## config.mk

```make
export PLATFORM = sky130hd
export DESIGN_NAME = bilbo_bist_ctl
export DESIGN_NICKNAME = d
export VERILOG_FILES = /design/src/rtl/bist_pkg.sv /design/src/rtl/bist_cnt.sv /design/src/rtl/bilbo_bist_ctl.sv
export SDC_FILE = /design/constraint.sdc
export NUM_CORES = 1
export LEC_CHECK = 0
export CAP_MARGIN = 20
export CELL_PAD_IN_SITES_DETAIL_PLACEMENT = 1
export CELL_PAD_IN_SITES_GLOBAL_PLACEMENT = 1
export CORE_UTILIZATION = 36
export DETAILED_ROUTE_END_ITERATION = 12
export MAX_ROUTING_LAYER = met4
export PLACE_DENSITY_LB_ADDON = 0.1
export SYNTH_ARGS = -nofsm -noshare
export SYNTH_HDL_FRONTEND = slang
export SYNTH_SLANG_ARGS = --single-unit
```

## constraint.sdc

```tcl
create_clock -name CLK -period 1.77 [get_ports CLK]
set_input_delay 0.177 -clock CLK [delete_from_list [all_inputs] [get_ports CLK]]
set_output_delay 0.177 -clock CLK [all_outputs]
set_load 0.02 [all_outputs]
```

## src/rtl/bist_pkg.sv

```systemverilog
// bist_pkg: sequencer states, BILBO mode codes and counter-width helper
package bist_pkg;
  typedef enum logic [2:0] {S_IDLE, S_SEED, S_RUN, S_UNLOAD, S_DONE} state_t;
  localparam logic [1:0] MODE_NORM  = 2'b11;
  localparam logic [1:0] MODE_SHIFT = 2'b00;
  localparam logic [1:0] MODE_LFSR  = 2'b10;
  localparam logic [1:0] MODE_RST   = 2'b01;
  function automatic int clog2(input int v);
    int r;
    r = 0;
    while ((1 << r) < v) r++;
    return r < 1 ? 1 : r;
  endfunction
endpackage

```

## src/rtl/bist_cnt.sv

```systemverilog
// bist_cnt: loadable down-counter with zero flag
// Ports: CLK clock, CLR async active-low clear, ld/ld_val load, dec decrement, cnt value, zero cnt==0
module bist_cnt #(
  parameter int W = 3
) (
  input  logic         CLK,
  input  logic         CLR,
  input  logic         ld,
  input  logic [W-1:0] ld_val,
  input  logic         dec,
  output logic [W-1:0] cnt,
  output logic         zero
);
  always_ff @(posedge CLK or negedge CLR) begin
    if (!CLR) cnt <= '0;
    else if (ld) cnt <= ld_val;
    else if (dec) cnt <= cnt - 1'b1;
  end
  assign zero = cnt == '0;
endmodule

```

## src/rtl/bilbo_bist_ctl.sv

```systemverilog
// bilbo_bist_ctl: BIST sequencer that seeds, runs and unloads one BILBO register chain
// Ports: CLK clock, CLR async active-low reset, START launch a test (IDLE/DONE only),
//   SDO chain serial out, B1/B2 BILBO mode, SDI chain serial in, BUSY test in progress,
//   DONE test finished, PASS signature matched GOLD, SIG captured signature
module bilbo_bist_ctl
  import bist_pkg::*;
#(
  parameter int           N    = 8,
  parameter int           NPAT = 255,
  parameter logic [N-1:0] SEED = 8'h01,
  parameter logic [N-1:0] GOLD = 8'h00
) (
  input  logic         CLK,
  input  logic         CLR,
  input  logic         START,
  input  logic         SDO,
  output logic         B1,
  output logic         B2,
  output logic         SDI,
  output logic         BUSY,
  output logic         DONE,
  output logic         PASS,
  output logic [N-1:0] SIG
);
  localparam int CW = clog2(N > NPAT ? N : NPAT);
  state_t state, nxt;
  logic ld, dec, zero;
  logic [CW-1:0] ld_val, cnt;
  logic [N-1:0] sig_nxt;
  bist_cnt #(.W(CW)) u_cnt (
    .CLK(CLK),
    .CLR(CLR),
    .ld(ld),
    .ld_val(ld_val),
    .dec(dec),
    .cnt(cnt),
    .zero(zero)
  );
  always_comb begin
    nxt = state;
    ld = 1'b0;
    dec = 1'b0;
    ld_val = CW'(N - 1);
    case (state)
      S_IDLE, S_DONE: if (START) begin nxt = S_SEED; ld = 1'b1; end
      S_SEED: if (zero) begin nxt = S_RUN; ld = 1'b1; ld_val = CW'(NPAT - 1); end else dec = 1'b1;
      S_RUN: if (zero) begin nxt = S_UNLOAD; ld = 1'b1; end else dec = 1'b1;
      S_UNLOAD: if (zero) nxt = S_DONE; else dec = 1'b1;
      default: nxt = S_IDLE;
    endcase
  end
  // Illegal state encodings put the chain into its reset mode.
  assign {B1, B2} = state == S_RUN ? MODE_LFSR :
                    (state == S_SEED || state == S_UNLOAD) ? MODE_SHIFT :
                    (state == S_IDLE || state == S_DONE) ? MODE_NORM : MODE_RST;
  // Seed goes out MSB first as the counter walks N-1 down to 0.
  assign SDI = state == S_SEED && |((SEED >> cnt) & N'(1));
  assign sig_nxt = state == S_UNLOAD ? {SIG[N-2:0], SDO} :
                   (nxt == S_SEED && state != S_SEED) ? {N{1'b0}} : SIG;
  always_ff @(posedge CLK or negedge CLR) begin
    if (!CLR) begin
      state <= S_IDLE;
      BUSY <= 1'b0;
      DONE <= 1'b0;
      PASS <= 1'b0;
      SIG <= '0;
    end else begin
      state <= nxt;
      BUSY <= nxt == S_SEED || nxt == S_RUN || nxt == S_UNLOAD;
      DONE <= nxt == S_DONE;
      PASS <= nxt == S_DONE && (state == S_DONE ? PASS : sig_nxt == GOLD);
      SIG <= sig_nxt;
    end
  end
endmodule

```

== Word-level counts from Yosys, hierarchy flattened ==
Index checks and enable logic that the tools add are counted.
Widths: inputs -> output; s select.
Word-level totals
  input port bits: 4
  register bits: 22
  output and inout port bits: 14
Cells by class
  add/sub/neg operators: 1
  equal/unequal tests: 9
  reductions and logical operators: 14
  shifts and indexed selects: 1
  mux-type cells: 20
Operators by type and width (number)
  $mux 8: 6
  $logic_not 8->1: 2
  $eq 3x2->1 const B: 4
  $mux 3: 4
  $pmux 3 s4: 1
  $shr 1x8->1 const A: 1
  $sub 8x1->8 const B: 1
  $eq 3x1->1 const B: 2
  $eq 3x3->1 const B: 2
  $mux 2: 3
  $mux 1: 5
  $logic_or 1x1->1: 4
  $reduce_or 2->1: 2
  $logic_and 1x1->1: 3
  $logic_not 3->1: 1
  $ne 3x1->1 const B: 1
  $reduce_or 3->1: 1
  $pmux 1 s2: 1
  $reduce_bool 2->1: 1

== Longest topological paths before layout ==
  depth in word-level cells: 10
  mapped depth: 9
  gate-level depth less buffers: 8

== Cells and area by module ==
Synthesis repeated with hierarchy kept, for this count alone.
Unflattened totals
  cells, all modules: 139
  area total of the unflattened synthesis: 1282.5 um^2
Modules (own cells, without submodules)
  bilbo_bist_ctl: cells an instance 89, instances 1, sequential area each 350.3 um^2, area an instance 808.3 um^2
  bist_cnt: cells an instance 50, instances 1, sequential area each 200.2 um^2, area an instance 474.2 um^2

== Worst setup path after synthesis ==
OpenSTA, ideal clock, no wires.
  kind: register to output
  start: register u_cnt.cnt[3]
  end: output SDI
  arrival: 1.647 ns
  cell stages (with the launch flop): 4
  path slack: -0.054 ns
  buffers on the path: 0
  path through: dfrtp_1 -> nor4_1 -> nand2_1 -> nor4_1
On the way
  cells in the longest elaborated chain, start to end: 2
RTL lines
  start, declared: RTL line bist_cnt.sv:11  | output logic [W-1:0] cnt,
  start signal, assigned: RTL line bist_cnt.sv:16  | else if (ld) cnt <= ld_val;
  start signal, assigned: RTL line bist_cnt.sv:17  | else if (dec) cnt <= cnt - 1'b1;
  $shr 1x8->1: RTL line bilbo_bist_ctl.sv:57  | assign SDI = state == S_SEED && |((SEED >> cnt) & N'(1));
  $logic_and 1x1->1: RTL line bilbo_bist_ctl.sv:57
  end, declared: RTL line bilbo_bist_ctl.sv:19  | output logic SDI,
Every way passes these cells.

== Final worst setup path ==
  start: register u_cnt.cnt[1]
  end: register u_cnt.cnt[0]
On the way
  cells in the longest elaborated chain, start to end: 4
  elaborated cells between the ends (all ways): 9
  those cells by class: 7 x mux; 2 x reduce/logical
RTL lines
  $logic_not 8->1 *: RTL line bist_cnt.sv:19  | assign zero = cnt == '0;
  $mux 1, or another cell as far along: RTL line bilbo_bist_ctl.sv:46, bilbo_bist_ctl.sv:47
  $pmux 1 s2, or another cell as far along: RTL line bilbo_bist_ctl.sv:44  | case (state)
  $mux 8 / $reduce_bool 2->1 (equally long branches)
Mark *: on every way between the ends. The rest lies on a longest branch, timed or not.
A chain may end at the register's enable or synchronous reset.

==> impl_table.tex <==
\begin{tabular}{lr}
\hline
Metric & Value \\
\hline
\multicolumn{2}{l}{\textbf{CTS}} \\
\quad Number of buffers between clock root and the deepest sink & 2 \\
\quad Clock root cell & clkbuf\_4 \\
\quad Cts-stage hold buffer count & 0 \\
\quad H-tree Lvls & 1 \\
\quad Clock slew at reported path FFs & 130 ps \\
\quad Number of clock buffers inserted by TritonCTS & 3 \\
\quad TritonCTS clock tree & yes \\
\quad Clk sinks & 22 \\
\quad Clock latency on the worst-skew pair & just over 300 ps \\
\multicolumn{2}{l}{\textbf{Synth}} \\
\quad Share of flip-flops with an asynchronous set or reset after synthesis & 100.0\% \\
\quad Top cell types by occurrence after synthesis & dfrtp\_1 (22), nor2\_1 (19), a21oi\_1 (16) \\
\quad Synthesized flop and latch total & 22 \\
\quad Most instantiated library cell after synthesis & dfrtp\_1 \\
\quad Sequential share of the synthesized area & between 40\% and 50\% \\
\quad Post-synthesis instance area & 0.001211 mm² \\
\quad Top area cells in the synthesized netlist & dfrtp\_1 (45\%), a21oi\_1 (6.6\%), nor2\_1 (5.9\%) \\
\quad Main flop type after synthesis & dfrtp\_1 \\
\quad Distinct cells, synth & 36 \\
\quad Number of standard cells after synthesis & 131 \\
\quad Mapped Nets & roughly 140 \\
\quad Average cell area after synthesis & 9.246 µm² \\
\quad Count of flip-flops with a built-in enable after synthesis & 0 \\
\quad Top cell type's share of synthesized area & 45.45\% \\
\quad YS warnings & 0 \\
\quad Library cell occupying the most area in the post-synthesis netlist & dfrtp\_1 \\
\multicolumn{2}{l}{\textbf{Placement}} \\
\quad Final HPWL from detailed placement & 2372 µm \\
\quad Worst Setup Slack post-DPL & -189.3 ps \\
\quad IO buf count & 17 \\
\quad Placed Area & 0.001573 mm² \\
\quad Gpl congestion & approximately 0.76 \\
\multicolumn{2}{l}{\textbf{Timing}} \\
\quad Final critical-path setup slack & -102.0 ps \\
\quad Final hold violation count & 0 \\
\quad Post-route clock skew & 2.741 ps \\
\quad Maximum clock frequency & 534.2 MHz \\
\quad Slew at the pin closest to its max-slew limit & 329.9 ps \\
\quad RSZ-0062 raised after global routing & yes \\
\quad Number of slew-limit violations in the final report & 0 \\
\quad Post-Route Hold Slack & roughly 200 ps \\
\quad Finish-stage setup viols & 8 \\
\quad Post-route clock period utilization & 105.8\% \\
\quad Slew margin rel. & 77.93\% \\
\quad Final min period & 1872 ps \\
\multicolumn{2}{l}{\textbf{Worst setup path}} \\
\quad Crit Path Category & reg2reg \\
\quad Sort of element at the end of the critical path & flop \\
\quad Launching element type of the critical path & flop \\
\quad Peak per-stage delay on the critical path & around 450 ps \\
\quad CP bufs+invs & 2 \\
\quad Signal arrival time at the worst endpoint & 2090 ps \\
\quad Crit path required time & slightly below 2000 ps \\
\quad CP cell instances & inv\_2 > ha\_4 > nor4b\_4 > nand3\_2 > a211oi\_4 > buf\_4 > a211oi\_2 > a21o\_1 \\
\quad Slowest cell on the critical path & dfrtp\_1 \\
\quad CP delay by family, top & compound AO/OA/AOI/OAI gates \\
\quad Largest fanout on the critical path & 4 \\
\multicolumn{2}{l}{\textbf{Route}} \\
\quad Vias per cell & 5.290 \\
\quad Number of iterations in the first detailed-routing pass & 4 \\
\quad Count of routing violations after the opening detailed-route iteration & 43 \\
\quad Wire per inst & 15.48 µm \\
\quad Number of vias after detailed routing & 1148 \\
\quad Post-detailed-route count of antenna-violating nets & 0 \\
\quad DRT Wirelength & 3359 µm \\
\quad DRC violations left & 0 \\
\multicolumn{2}{l}{\textbf{Cells and area}} \\
\quad Diode count & 0 \\
\quad Multi-input gate area & 660.6 µm² \\
\quad Count of filler cells inserted in the layout & 370 \\
\quad Fraction of final layout cells sized beyond drive strength 1 & 35.26\% \\
\quad Area Growth Syn to Fin & 43.49\% \\
\quad Layout Nets & 180 \\
\quad Final Instance Area & 0.001738 mm² \\
\quad Register area & about 550 µm² \\
\multicolumn{2}{l}{\textbf{GRT}} \\
\quad Gr ovfl total & 0 \\
\quad Via count of the first global-routing pass & 1208 \\
\quad Number of antenna violations at the first check in global routing & 0 \\
\quad Wire length of the first global-routing pass & approximately 5600 µm \\
\quad Largest net degree at the start of global routing & 23 \\
\quad Global Route Usage Sum & 21.99\% \\
\multicolumn{2}{l}{\textbf{Floorplan}} \\
\quad Height of the chip & roughly 60 µm \\
\quad Starting density of the core & 38.72\% \\
\quad Count of pins on the block boundary & 18 \\
\quad Area of the core & 0.003128 mm² \\
\quad Die outline area & 0.003600 mm² \\
\quad Die width & 60 µm \\
\quad Site Rows & 20 \\
\multicolumn{2}{l}{\textbf{Power and ir drop}} \\
\quad Leak pwr & roughly 0.00074 µW \\
\quad Total power draw & 3187 µW \\
\quad Maximum ir drop on the vdd rail & a little under 0.7 mV \\
\quad Pwr per Cell Area & 1834 mW/mm² \\
\multicolumn{2}{l}{\textbf{Outcome}} \\
\quad Violated checks & negative setup slack \\
\quad Outcome & complete, but fails checks \\
\multicolumn{2}{l}{\textbf{Min path}} \\
\quad Tightest Hold Check Type & in2async \\
\multicolumn{2}{l}{\textbf{Job}} \\
\quad Number of max-cap violations & 0 \\
\hline
\end{tabular}
logic make-up after synthesis:
group,count (synthesis),synth area share [%]
buffers and inverters,18,6.921
AO/OA/AOI/OAI,45,25.10
AND/OR/NAND/NOR,42,19.01
flip-flops,22,45.45
adder cells (fa/ha/maj),2,2.066
XOR/XNOR,2,1.447
per-layer routing:
| layer | GRT usage (%) | share of wire [%] |
|---|---|---|
| met1 | 28.65 | 48 |
| met4 | 7.309 | 0.80 |
| met2 | 35.40 | 49 |
| met3 | 2.597 | 2.3 |
| met5 | - | 0 |
power breakdown:
| group | leakage (µW) | switching (µW) | internal, µW |
|---|---|---|---|
| Clock | 0.0000210 | 163 | 126 |
| Sequential | 0.000266 | 247 | 718 |
| Combinational | 0.000457 | 999 | 935 |
final timing paths:
check / start / to / slack, ps / depth (start not counted)
worst min-delay path: CLR / u_cnt.cnt[2]$_DFFE_PN0P_ / 200 / 2
worst max register to register: u_cnt.cnt[1]$_DFFE_PN0P_ / u_cnt.cnt[0]$_DFFE_PN0P_ / -100 / 8
worst max-delay path: u_cnt.cnt[1]$_DFFE_PN0P_ / u_cnt.cnt[0]$_DFFE_PN0P_ / -100 / 8
min in group CLK: SDO / SIG[0]$_DFF_PN0_ / 520 / 3
max in group asynchronous: CLR / state[1]$_DFF_PN0_ / 1310 / 2
worst min register to register: u_cnt.cnt[6]$_DFFE_PN0P_ / u_cnt.cnt[6]$_DFFE_PN0P_ / 570 / 1
flip-flops by register name, summed over array words and instances, names as in the netlist:
signal,cells
SIG,8
u_cnt.cnt,8
PASS,1
BUSY,1
DONE,1
state,3
layout make-up:
cell class	count	share of cell area, %
inverter	9	1.944
multi-input combinational	91	38.01
tap	44	3.168
clock buffer	4	2.088
timing repair buffer	47	22.97
sequential	22	31.82
what timing repair did:
action                                  in CTS  in global routing
endpoints found under the setup margin      13                 12
resized for setup                           22                  8
pin swaps                                    7                  2
buffers inserted                             6                  0
cell usage in the layout (no fill, tap or decap), types with 2 or more instances in the layout:
| cell type | instances |
|---|---|
| a21oi_2 | 3 |
| o22ai_2 | 2 |
| nand2b_1 | 2 |
| dfrtp_2 | 2 |
| inv_2 | 3 |
| dlygate4sd2_1 | 2 |
| a41oi_1 | 2 |
| o21ai_0 | 4 |
| clkbuf_4 | 3 |
| buf_4 | 27 |
| o22ai_1 | 9 |
| a21oi_1 | 14 |
| nand2_1 | 3 |
| nor2_1 | 18 |
| o2bb2ai_1 | 2 |
| buf_6 | 3 |
| nor3_1 | 3 |
| clkdlybuf4s50_1 | 14 |
| inv_1 | 6 |
| nor4_2 | 2 |
| dfrtp_1 | 20 |
| a21o_1 | 2 |
| nand3b_1 | 2 |
through the flow:
stage | util, % | std cells | setup TNS (ps)
2_1_floorplan | - | 131 | 0
3_3_place_gp | 50.28 | 207 | -487.3
3_5_place_dp | 50.28 | 207 | -1016
4_1_cts | 54.56 | 217 | -574.6
5_1_grt | 55.56 | 217 | -1416
6_report | 55.56 | 217 | -431.0
No activity file was read; power rests on OpenSTA's default activity.
